$ cat config.mk
export PLATFORM = sky130hd
export DESIGN_NAME = id_ex_stage
export DESIGN_NICKNAME = d
export VERILOG_FILES = /design/src/rtl/id_ex_stage.sv
export SDC_FILE = /design/constraint.sdc
export NUM_CORES = 1
export LEC_CHECK = 0
export ABC_AREA = 1
export BUFFER_PORTS_ARGS = -buffer_cell sky130_fd_sc_hd__buf_2
export CORE_AREA = 2 2 144 146
export CTS_BUF_LIST = sky130_fd_sc_hd__clkbuf_8
export CTS_CLUSTER_DIAMETER = 150
export DETAILED_ROUTE_END_ITERATION = 6
export DIE_AREA = 0 0 146 148
export PLACE_DENSITY = 0.73
export REMOVE_ABC_BUFFERS = 1
export SYNTH_ARGS = -nofsm -noshare
export SYNTH_HDL_FRONTEND = slang
export SYNTH_SLANG_ARGS = --single-unit
$ cat constraint.sdc
create_clock -name i_clk -period 1.8 [get_ports i_clk]
set_input_delay 0.18 -clock i_clk [delete_from_list [all_inputs] [get_ports i_clk]]
set_output_delay 0.18 -clock i_clk [all_outputs]
set_load 0.01 [all_outputs]
$ cat src/rtl/id_ex_stage.sv
// -----------------------------------------------------------------------------
// id_ex_stage
//   ID/EX pipeline register with the operand-forwarding network that feeds the
//   main ALU and the store-data path. It also raises the load-use hazard
//   request to the hazard unit.
//
// Ports
//   i_clk, i_rst                 clock (rising edge), synchronous active-high reset
//   i_stall, i_flush             hold stage / insert bubble (flush wins)
//   i_id_*                       decoded instruction state from ID
//   i_mem_reg_write/rd/result    MEM-stage producer (highest forwarding priority)
//   i_wb_reg_write/rd/result     WB-stage producer
//   o_op_a, o_op_b, o_alu_op     ALU operands and control
//   o_store_data                 forwarded rs2 for stores
//   o_pc, o_rd_addr              registered PC and destination
//   o_ex_valid, o_reg_write,
//   o_mem_read, o_mem_write,
//   o_branch                     registered control (all 0 when not valid)
//   o_load_use_hazard            combinational stall request
// -----------------------------------------------------------------------------
module id_ex_stage #(
    parameter int DATA_W     = 32,
    parameter int REG_ADDR_W = 5
) (
    input  logic                  i_clk,
    input  logic                  i_rst,
    input  logic                  i_stall,
    input  logic                  i_flush,
    input  logic                  i_id_valid,
    input  logic [DATA_W-1:0]     i_id_pc,
    input  logic [DATA_W-1:0]     i_id_rs1_data,
    input  logic [DATA_W-1:0]     i_id_rs2_data,
    input  logic [DATA_W-1:0]     i_id_imm,
    input  logic [REG_ADDR_W-1:0] i_id_rs1_addr,
    input  logic [REG_ADDR_W-1:0] i_id_rs2_addr,
    input  logic [REG_ADDR_W-1:0] i_id_rd_addr,
    input  logic [2:0]            i_id_alu_op,
    input  logic                  i_id_alu_src_a,
    input  logic                  i_id_alu_src_b,
    input  logic                  i_id_reg_write,
    input  logic                  i_id_mem_read,
    input  logic                  i_id_mem_write,
    input  logic                  i_id_branch,
    input  logic                  i_mem_reg_write,
    input  logic [REG_ADDR_W-1:0] i_mem_rd_addr,
    input  logic [DATA_W-1:0]     i_mem_result,
    input  logic                  i_wb_reg_write,
    input  logic [REG_ADDR_W-1:0] i_wb_rd_addr,
    input  logic [DATA_W-1:0]     i_wb_result,
    output logic [DATA_W-1:0]     o_op_a,
    output logic [DATA_W-1:0]     o_op_b,
    output logic [2:0]            o_alu_op,
    output logic [DATA_W-1:0]     o_store_data,
    output logic [DATA_W-1:0]     o_pc,
    output logic [REG_ADDR_W-1:0] o_rd_addr,
    output logic                  o_ex_valid,
    output logic                  o_reg_write,
    output logic                  o_mem_read,
    output logic                  o_mem_write,
    output logic                  o_branch,
    output logic                  o_load_use_hazard
);

    // ALU control encoding for add (bubble / reset opcode).
    localparam logic [2:0] ALU_CTL_ADD = 3'b010;

    logic                  valid_q,     valid_d;
    logic [DATA_W-1:0]     pc_q,        pc_d;
    logic [DATA_W-1:0]     rs1_data_q,  rs1_data_d;
    logic [DATA_W-1:0]     rs2_data_q,  rs2_data_d;
    logic [DATA_W-1:0]     imm_q,       imm_d;
    logic [REG_ADDR_W-1:0] rs1_addr_q,  rs1_addr_d;
    logic [REG_ADDR_W-1:0] rs2_addr_q,  rs2_addr_d;
    logic [REG_ADDR_W-1:0] rd_addr_q,   rd_addr_d;
    logic [2:0]            alu_op_q,    alu_op_d;
    logic                  src_a_q,     src_a_d;
    logic                  src_b_q,     src_b_d;
    logic                  reg_write_q, reg_write_d;
    logic                  mem_read_q,  mem_read_d;
    logic                  mem_write_q, mem_write_d;
    logic                  branch_q,    branch_d;

    logic [DATA_W-1:0]     fwd_rs1;
    logic [DATA_W-1:0]     fwd_rs2;

    // MEM beats WB; x0 is never forwarded so its registered data passes through.
    function automatic logic [DATA_W-1:0] fwd_sel(
        input logic [REG_ADDR_W-1:0] addr,
        input logic [DATA_W-1:0]     reg_data,
        input logic                  mem_we,
        input logic [REG_ADDR_W-1:0] mem_rd,
        input logic [DATA_W-1:0]     mem_res,
        input logic                  wb_we,
        input logic [REG_ADDR_W-1:0] wb_rd,
        input logic [DATA_W-1:0]     wb_res
    );
        logic [DATA_W-1:0] r;
        r = reg_data;
        if (addr != '0) begin
            if (mem_we && (mem_rd == addr)) begin
                r = mem_res;
            end else if (wb_we && (wb_rd == addr)) begin
                r = wb_res;
            end
        end
        return r;
    endfunction

    always_comb begin
        fwd_rs1 = fwd_sel(rs1_addr_q, rs1_data_q, i_mem_reg_write, i_mem_rd_addr,
                          i_mem_result, i_wb_reg_write, i_wb_rd_addr, i_wb_result);
        fwd_rs2 = fwd_sel(rs2_addr_q, rs2_data_q, i_mem_reg_write, i_mem_rd_addr,
                          i_mem_result, i_wb_reg_write, i_wb_rd_addr, i_wb_result);
    end

    // Next-state: flush > stall > load. Reset is applied in the register block.
    always_comb begin
        valid_d     = valid_q;
        pc_d        = pc_q;
        rs1_data_d  = rs1_data_q;
        rs2_data_d  = rs2_data_q;
        imm_d       = imm_q;
        rs1_addr_d  = rs1_addr_q;
        rs2_addr_d  = rs2_addr_q;
        rd_addr_d   = rd_addr_q;
        alu_op_d    = alu_op_q;
        src_a_d     = src_a_q;
        src_b_d     = src_b_q;
        reg_write_d = reg_write_q;
        mem_read_d  = mem_read_q;
        mem_write_d = mem_write_q;
        branch_d    = branch_q;

        if (i_flush) begin
            valid_d     = 1'b0;
            pc_d        = '0;
            rs1_data_d  = '0;
            rs2_data_d  = '0;
            imm_d       = '0;
            rs1_addr_d  = '0;
            rs2_addr_d  = '0;
            rd_addr_d   = '0;
            alu_op_d    = ALU_CTL_ADD;
            src_a_d     = 1'b0;
            src_b_d     = 1'b0;
            reg_write_d = 1'b0;
            mem_read_d  = 1'b0;
            mem_write_d = 1'b0;
            branch_d    = 1'b0;
        end else if (i_stall) begin
            // Re-capture forwarded operands so producers that retire from
            // MEM/WB during the stall are not lost.
            rs1_data_d  = fwd_rs1;
            rs2_data_d  = fwd_rs2;
        end else begin
            valid_d     = i_id_valid;
            pc_d        = i_id_pc;
            rs1_data_d  = i_id_rs1_data;
            rs2_data_d  = i_id_rs2_data;
            imm_d       = i_id_imm;
            rs1_addr_d  = i_id_rs1_addr;
            rs2_addr_d  = i_id_rs2_addr;
            rd_addr_d   = i_id_rd_addr;
            alu_op_d    = i_id_alu_op;
            src_a_d     = i_id_alu_src_a;
            src_b_d     = i_id_alu_src_b;
            // Side-effect controls are qualified by valid at capture so an
            // invalid slot can never write, read or branch.
            reg_write_d = i_id_reg_write & i_id_valid;
            mem_read_d  = i_id_mem_read  & i_id_valid;
            mem_write_d = i_id_mem_write & i_id_valid;
            branch_d    = i_id_branch    & i_id_valid;
        end
    end

    always_ff @(posedge i_clk) begin
        if (i_rst) begin
            valid_q     <= 1'b0;
            pc_q        <= '0;
            rs1_data_q  <= '0;
            rs2_data_q  <= '0;
            imm_q       <= '0;
            rs1_addr_q  <= '0;
            rs2_addr_q  <= '0;
            rd_addr_q   <= '0;
            alu_op_q    <= ALU_CTL_ADD;
            src_a_q     <= 1'b0;
            src_b_q     <= 1'b0;
            reg_write_q <= 1'b0;
            mem_read_q  <= 1'b0;
            mem_write_q <= 1'b0;
            branch_q    <= 1'b0;
        end else begin
            valid_q     <= valid_d;
            pc_q        <= pc_d;
            rs1_data_q  <= rs1_data_d;
            rs2_data_q  <= rs2_data_d;
            imm_q       <= imm_d;
            rs1_addr_q  <= rs1_addr_d;
            rs2_addr_q  <= rs2_addr_d;
            rd_addr_q   <= rd_addr_d;
            alu_op_q    <= alu_op_d;
            src_a_q     <= src_a_d;
            src_b_q     <= src_b_d;
            reg_write_q <= reg_write_d;
            mem_read_q  <= mem_read_d;
            mem_write_q <= mem_write_d;
            branch_q    <= branch_d;
        end
    end

    assign o_op_a       = src_a_q ? pc_q  : fwd_rs1;
    assign o_op_b       = src_b_q ? imm_q : fwd_rs2;
    assign o_store_data = fwd_rs2;
    assign o_alu_op     = alu_op_q;
    assign o_pc         = pc_q;
    assign o_rd_addr    = rd_addr_q;
    assign o_ex_valid   = valid_q;
    assign o_reg_write  = reg_write_q;
    assign o_mem_read   = mem_read_q;
    assign o_mem_write  = mem_write_q;
    assign o_branch     = branch_q;

    // A load in EX whose destination is read by the instruction in ID cannot
    // be forwarded in time; ask the hazard unit for a one-cycle bubble.
    assign o_load_use_hazard = valid_q & mem_read_q & (rd_addr_q != '0) & i_id_valid &
                               ((rd_addr_q == i_id_rs1_addr) | (rd_addr_q == i_id_rs2_addr));

endmodule
==> reports/results.txt, run 1 <==
Status - complete, but fails checks
Failing checks - setup timing
Pwr dens - 590 nW/um^2
Final Skew - 0.0152 ns
All-Layer GR Usage - 0.311
CTS Buffer Depth - 2
Largest fanout on the critical path - 9
Total number of yosys warnings - 0
Final Wtd Congestion - 0.884
Final hold vios - 0
Post-synth top cells - nand2_1 (535), inv_1 (182), a21oi_1 (154)
Starting Density - 0.437
Crit share post-route - 1.35
Die Y - 148 um
Total global routing overflow - 0
Top-count cell post-synth - nand2_1
Pre-CTS WS - -0.237 ns
Core area - 20,000 sq um
Max-cap violation count - 0
Dominant cell type by area after synthesis - dfxtp_1
First-pass GRT wire length - 54.3 mm
Via count - 12,141
Critical Path AT - 2.26 ns
Post-Route WL - 39.3 mm
Worst Path Required - 1.62 ns
Sequential Area - 3090 sq um
Yosys reg bits - 153
WS Path Type - reg -> out
HPWL after DPL - 22.8 mm
Area occupied by multi-input gates - 5450 sq um
CP max stage cell - dfxtp_4
CTS tree - yes
Wire per inst - 16.8 um
Kind of cell adding the most delay to the critical path - simple AND/OR/NAND/NOR gates
Vias in the first global route - 11,005
Final setup viols - 99
Setup_tns - -51.51 ns
Asr flop ratio synth - 0
Share of layout cells above drive strength 1 - 0.371
Cells after DPL - 2,122
Bufs and invs on worst path - 3
Row count - 52
Synthesized area per cell - 5.81 sq um
PnR worst setup slack - -0.637 ns
Fill cell count - 1,559
Peak VDD IR - 0.479 mV
Final #Nets - 2,289
Most common flop cell mapped by yosys - dfxtp_1
Die Area - 21,600 sq um
H-tree levels - 4
CP Capture Type - primary output
Root Buffer Master - clkbuf_8
Layout area overhead - 69.4%
Largest net degree at the start of global routing - 103
Tightest Pin Transition - 0.485 ns
Clock slew at reported path FFs - 0.10 ns
Clk sinks - 153
DRT Pass-1 Iters - 7
Max incr delay on CP - 0.41 ns
Synth area leaders - dfxtp_1 (35%), nand2_1 (23%), a21oi_1 (8.8%), inv_1 (7.8%), nor2_1 (6.3%)
Inserted Clock Buffers - 17
Final std cells w/o fill - 2,344
Clock Latency Late Sink - 0.48 ns
Post-Syn Instances - 1,510
Synth Cell Area - 8770 sq um
Post-synthesis sequential area ratio - 0.349
Antenna Nets Post-Route - 0
Post-synth EDFFs - 0
Vias per cell - 5.18
Top cell type's share of synthesized area - 0.349
Hold Path Class - in -> reg
Overall Power - 8.77 mW
Initial antenna violation count - 5
IO Pins - 375
Slew margin rel. - 0.677
RSZ-0062 raised after global routing - yes
Period minus WS final - 2.44 ns
Leak - 7.70 nW
Die Wd - 146 um
Startpoint types - register
Initial DRC count - 963
Fmax - 410 MHz
Final Max Tran Viols - 0
IO buf count - 374
Drc violations - 0
Yosys cell types - 22
CP Cell Sequence - inv_4, nand2_2, nand3_4, nand3b_1, nand2_8, nand2_8, clkbuf_16, nand2_1, nand2_2, o21ai_1, buf_2
## stage by stage
step	instance area (sq um)	hold slack, ns	util
3_3_place_gp	11300	0.388	0.564
3_5_place_dp	11300	0.404	0.564
6_report	14900	0.0362	0.741
4_1_cts	13400	0.00168	0.669
2_1_floorplan	8330	0.272	-
5_1_grt	14900	0.0261	0.741
## cells in the final DEF (no fill, tap or decap), types with 2 or more instances in the layout
cell           count
diode_2            5
nand2_8            3
o21ai_2           39
dfxtp_4            3
buf_2            369
a21oi_1          150
buf_8              4
inv_6              3
nand2_4           23
dfxtp_2           11
bufinv_16          2
xor2_1             3
nor2_4            11
buf_4             49
clkbuf_8          17
inv_2             16
nor4_4             2
clkinv_4           3
dlygate4sd3_1    145
nor2_1           113
o21ai_1           26
clkbuf_16         19
nand3_4            3
dfxtp_1          139
inv_8              3
buf_6             19
nand4_1            2
nand2_2          105
nand3_2            8
nand2_1          404
buf_12            22
o21ai_0           77
clkinv_2           2
xnor2_1            6
a21oi_2            4
nor2_2            24
inv_1            173
nand3_1           61
## final timing paths
kind	from	end	slack (ns)	depth (start not counted)
worst max-delay path	rs2_addr_q[1]$_SDFFE_PP0N_	o_op_b[1]	-0.64	11
worst min-delay path	i_id_rs2_addr[2]	rs2_addr_q[2]$_SDFFE_PP0N_	0.04	3
worst max register to register	rs2_addr_q[1]$_SDFFE_PP0N_	rs2_data_q[18]$_SDFF_PP0_	-0.08	12
worst min register to register	o_mem_write$_SDFFE_PP0N_	o_mem_write$_SDFFE_PP0N_	0.47	2
## layer usage
| metal | wire length [um] | share of wire | global-route usage |
|---|---|---|---|
| met1 | 15100 | 0.38 | 0.361 |
| met2 | 19900 | 0.51 | 0.555 |
| met3 | 2790 | 0.071 | 0.0580 |
| met4 | 1510 | 0.038 | 0.146 |
| met5 | 0 | 0 | 0 |
## cell families after synthesis
kind of cell / share of synthesized area
AND/OR/NAND/NOR: 0.341
AO/OA/AOI/OAI: 0.170
flip-flops: 0.349
buffers and inverters: 0.131
XOR/XNOR: 0.00899
## layout make-up
type,count,area share
multi-input combinational,1068,0.367
timing repair buffer,627,0.327
sequential,153,0.208
inverter,189,0.0479
tap,270,0.0227
clock buffer,17,0.0158
clock inverter,15,0.0113
antenna,5,0.000842
## sequential cells by signal, indices dropped and copies added (netlist names), 3 cells and up
| name | cells |
|---|---|
| rs1_addr_q | 5 |
| rs2_addr_q | 5 |
| o_pc | 32 |
| rs1_data_q | 32 |
| rs2_data_q | 32 |
| o_alu_op | 3 |
| imm_q | 32 |
| o_rd_addr | 5 |
## power breakdown
part / switching (mW) / leakage [nW] / internal, mW / total (mW)
logic: 1.28 / 6.23 / 1.11 / 2.39
registers: 0.0720 / 1.26 / 3.51 / 3.58
clock network: 1.52 / 0.208 / 1.27 / 2.79
## tightest hold or removal path, stage by stage
cell	delay, ns
buf_2	0.10
o21ai_0	0.07
a21oi_1	0.11
## repair_timing
item | CTS | global route
hold endpoints to repair | 146 | 0
cloned | 1 | 22
gates resized for setup | 75 | 240
hold buffers | 145 | 0
buffers inserted | 1 | 18
endpoints found under the setup margin | 107 | 107
pin swaps | 4 | 52
Power figures use the tool's default switching activity.
==> run 2, diff against run 1 <==
--- a/config.mk
+++ b/config.mk
@@ -14,6 +14,8 @@
 export DIE_AREA = 0 0 146 148
 export PLACE_DENSITY = 0.73
 export REMOVE_ABC_BUFFERS = 1
+export SETUP_SLACK_MARGIN = 0.3
+export SKIP_LAST_GASP = 1
 export SYNTH_ARGS = -nofsm -noshare
 export SYNTH_HDL_FRONTEND = slang
 export SYNTH_SLANG_ARGS = --single-unit
==> reports/results.txt, run 2 (same netlist as run 1, synthesis figures left out) <==
All-Layer GR Usage - 0.310 (was 0.311)
First-pass GRT wire length - 54.1 mm (was 54.3 mm)
PnR worst setup slack - -0.617 ns (was -0.637 ns)
Worst Path Required - 1.62 ns (about the same)
Leak - 7.52 nW (was 7.70 nW)
Post-Route WL - 37.2 mm (was 39.3 mm)
Fmax - 414 MHz (was 410 MHz)
Tightest Pin Transition - 0.497 ns (was 0.485 ns)
Wire per inst - 15.9 um (was 16.8 um)
Initial antenna violation count - 3 (was 5)
Worst Setup SP - rs1_addr_q[4]$_SDFFE_PP0N_ (was rs2_addr_q[1]$_SDFFE_PP0N_)
WS Path Type - reg -> out (unchanged)
Largest net degree at the start of global routing - 103 (unchanged)
Status - complete, but fails checks (unchanged)
DRT Pass-1 Iters - 6 (was 7)
Crit share post-route - 1.34 (was 1.35)
Core area - 20,000 sq um (unchanged)
Slew margin rel. - 0.668 (was 0.677)
Share of layout cells above drive strength 1 - 0.301 (was 0.371)
Final Max Tran Viols - 0 (unchanged)
Critical Path AT - 2.24 ns (was 2.26 ns)
Final hold vios - 0 (unchanged)
Row count - 52 (unchanged)
IO Pins - 375 (unchanged)
Commonest non-fill, non-tap cell in the layout - nand2_1 (unchanged)
Final Wtd Congestion - 0.884 (unchanged)
Final setup viols - 97 (was 99)
Final #Nets - 2,277 (was 2,289)
CTS tree - yes (unchanged)
Final Skew - 0.0143 ns (was 0.0152 ns)
RSZ-0062 raised after global routing - yes (unchanged)
Root Buffer Master - clkbuf_8 (unchanged)
Drc violations - 0 (unchanged)
Clock slew at reported path FFs - 0.09 ns (was 0.10 ns)
Overall Power - 8.59 mW (was 8.77 mW)
Reg-to-Reg End - rs1_data_q[18]$_SDFF_PP0_ (was rs2_data_q[18]$_SDFF_PP0_)
Cells on worst reg2reg path - 13 (was 12)
Max-cap violation count - 0 (unchanged)
Peak VDD IR - 0.469 mV (was 0.479 mV)
Failing checks - setup timing (unchanged)
Die Wd - 146 um (unchanged)
FF-to-FF Start - rs1_addr_q[4]$_SDFFE_PP0N_ (was rs2_addr_q[1]$_SDFFE_PP0N_)
Starting Density - 0.437 (unchanged)
Startpoint types - register (unchanged)
Period minus WS final - 2.42 ns (was 2.44 ns)
IO buf count - 374 (unchanged)
Clock Latency Late Sink - 0.48 ns (about the same)
Vias per cell - 5.07 (was 5.18)
Via count - 11,821 (was 12,141)
Layout area overhead - 60.8% (was 69.4%)
Final instance area - 14,100 sq um (was 14,900 sq um)
Dpl cell area - 11,300 sq um (unchanged)
HPWL after DPL - 22.8 mm (unchanged)
CTS Buffer Depth - 2 (unchanged)
Initial DRC count - 885 (was 963)
Hold Path Class - in -> reg (unchanged)
Crit path to - o_op_a[25] (was o_op_b[1])
Cells after DPL - 2,122 (unchanged)
Die Area - 21,600 sq um (unchanged)
Pre-CTS WS - -0.237 ns (unchanged)
Most frequent cells in the layout - nand2_1 (487), buf_2 (373), inv_1 (179) (was nand2_1 (404), buf_2 (369), inv_1 (173))
Final std cells w/o fill - 2,330 (was 2,344)
R2R Setup Slk - 0.01 ns (was -0.08 ns)
Clk sinks - 153 (unchanged)
Inserted Clock Buffers - 17 (unchanged)
Total global routing overflow - 0 (unchanged)
Antenna Nets Post-Route - 0 (unchanged)
Die Y - 148 um (unchanged)
CP Capture Type - primary output (unchanged)
Vias in the first global route - 10,935 (was 11,005)
Largest fanout on the critical path - 4 (was 9)
H-tree levels - 4 (unchanged)
Pwr dens - 609 nW/um^2 (was 590 nW/um^2)
run 2: changes by cell type in the layout (fill, tap and decap cells not counted), moves of 5 or more:
| cell | before | now |
|---|---|---|
| o21ai_2 | 39 | 9 |
| inv_1 | 173 | 179 |
| nand2_1 | 404 | 487 |
| nor2_1 | 113 | 122 |
| o21ai_1 | 26 | 54 |
| nand2_2 | 105 | 36 |
| clkbuf_16 | 19 | 12 |
| nand2_4 | 23 | 11 |
| inv_2 | 16 | 11 |
| buf_6 | 19 | 14 |
| nor2_4 | 11 | 4 |
run 2: worst max-delay path: stages (launching register included):
cell and delay [ns]:
dfxtp_2 0.35, inv_2 0.04, nand2_1 0.05, nand2_1 0.08
nor2_2 0.17, nand3_4 0.14, buf_8 0.17, clkbuf_16 0.15
buf_4 0.13, nand2_1 0.06, nand2_1 0.09, nand2_1 0.11
o21ai_1 0.08, buf_2 0.15
run 2: worst min path at each step:
stage | start | endpoint | cells past startpoint
after CTS | i_id_rs2_data[2] | rs2_data_q[2]$_SDFF_PP0_ | 3
after global placement | i_id_alu_op[1] | o_alu_op[1]$_SDFFE_PP1N_ | 3
after global routing | i_id_alu_src_a | src_a_q$_SDFFE_PP0N_ | 3
after floorplan | i_stall | rs2_addr_q[3]$_SDFFE_PP0N_ | 1
after detailed placement | i_id_alu_op[1] | o_alu_op[1]$_SDFFE_PP1N_ | 3
final | i_id_rs2_data[2] | rs2_data_q[2]$_SDFF_PP0_ | 3
run 2: layout make-up:
type / count / area (sq um)
Antenna cell: 3 / 7.51
Clock buffer: 17 / 234
Clock inverter: 15 / 168
Fill cell: 1677 / 5940
Inverter: 189 / 709
Multi-Input combinational cell: 1068 / 4950
Sequential cell: 153 / 3090
Tap cell: 270 / 338
Timing Repair Buffer: 615 / 4600
run 2: power by group:
group / internal [mW] / leakage (nW) / total [mW] / switching [mW]
sequential: 3.51 / 1.26 / 3.58 / 0.0689
clock: 1.27 / 0.208 / 2.79 / 1.52
combinational: 1.03 / 6.05 / 2.22 / 1.19
total: 5.81 / 7.52 / 8.59 / 2.78
run 2: per-layer routing:
layer	vias up	part of all wire	GRT usage
met5	-	0	0
met4	0	0.029	0.137
met3	90	0.077	0.0568
met2	595	0.50	0.554
met1	5381	0.39	0.362
li1	5755	-	-
run 2: metrics by stage:
| step | hold slack (ns) | util | TNS (ns) |
|---|---|---|---|
| after floorplan | 0.272 | - | -335.39 |
| after global placement | 0.388 | 0.564 | -9.90 |
| after detailed placement | 0.404 | 0.564 | -9.58 |
| after CTS | 0.00173 | 0.663 | -50.47 |
| after global routing | 0.0168 | 0.703 | -64.07 |
| final | 0.0347 | 0.703 | -50.74 |
run 2: timing repair:
action	CTS	global route
cloned	1	16
setup endpoints to repair	161	162
resized for setup	32	119
hold buffers	145	0
buffers inserted	1	10
pin swaps	3	33
endpoints found under the hold margin	146	0
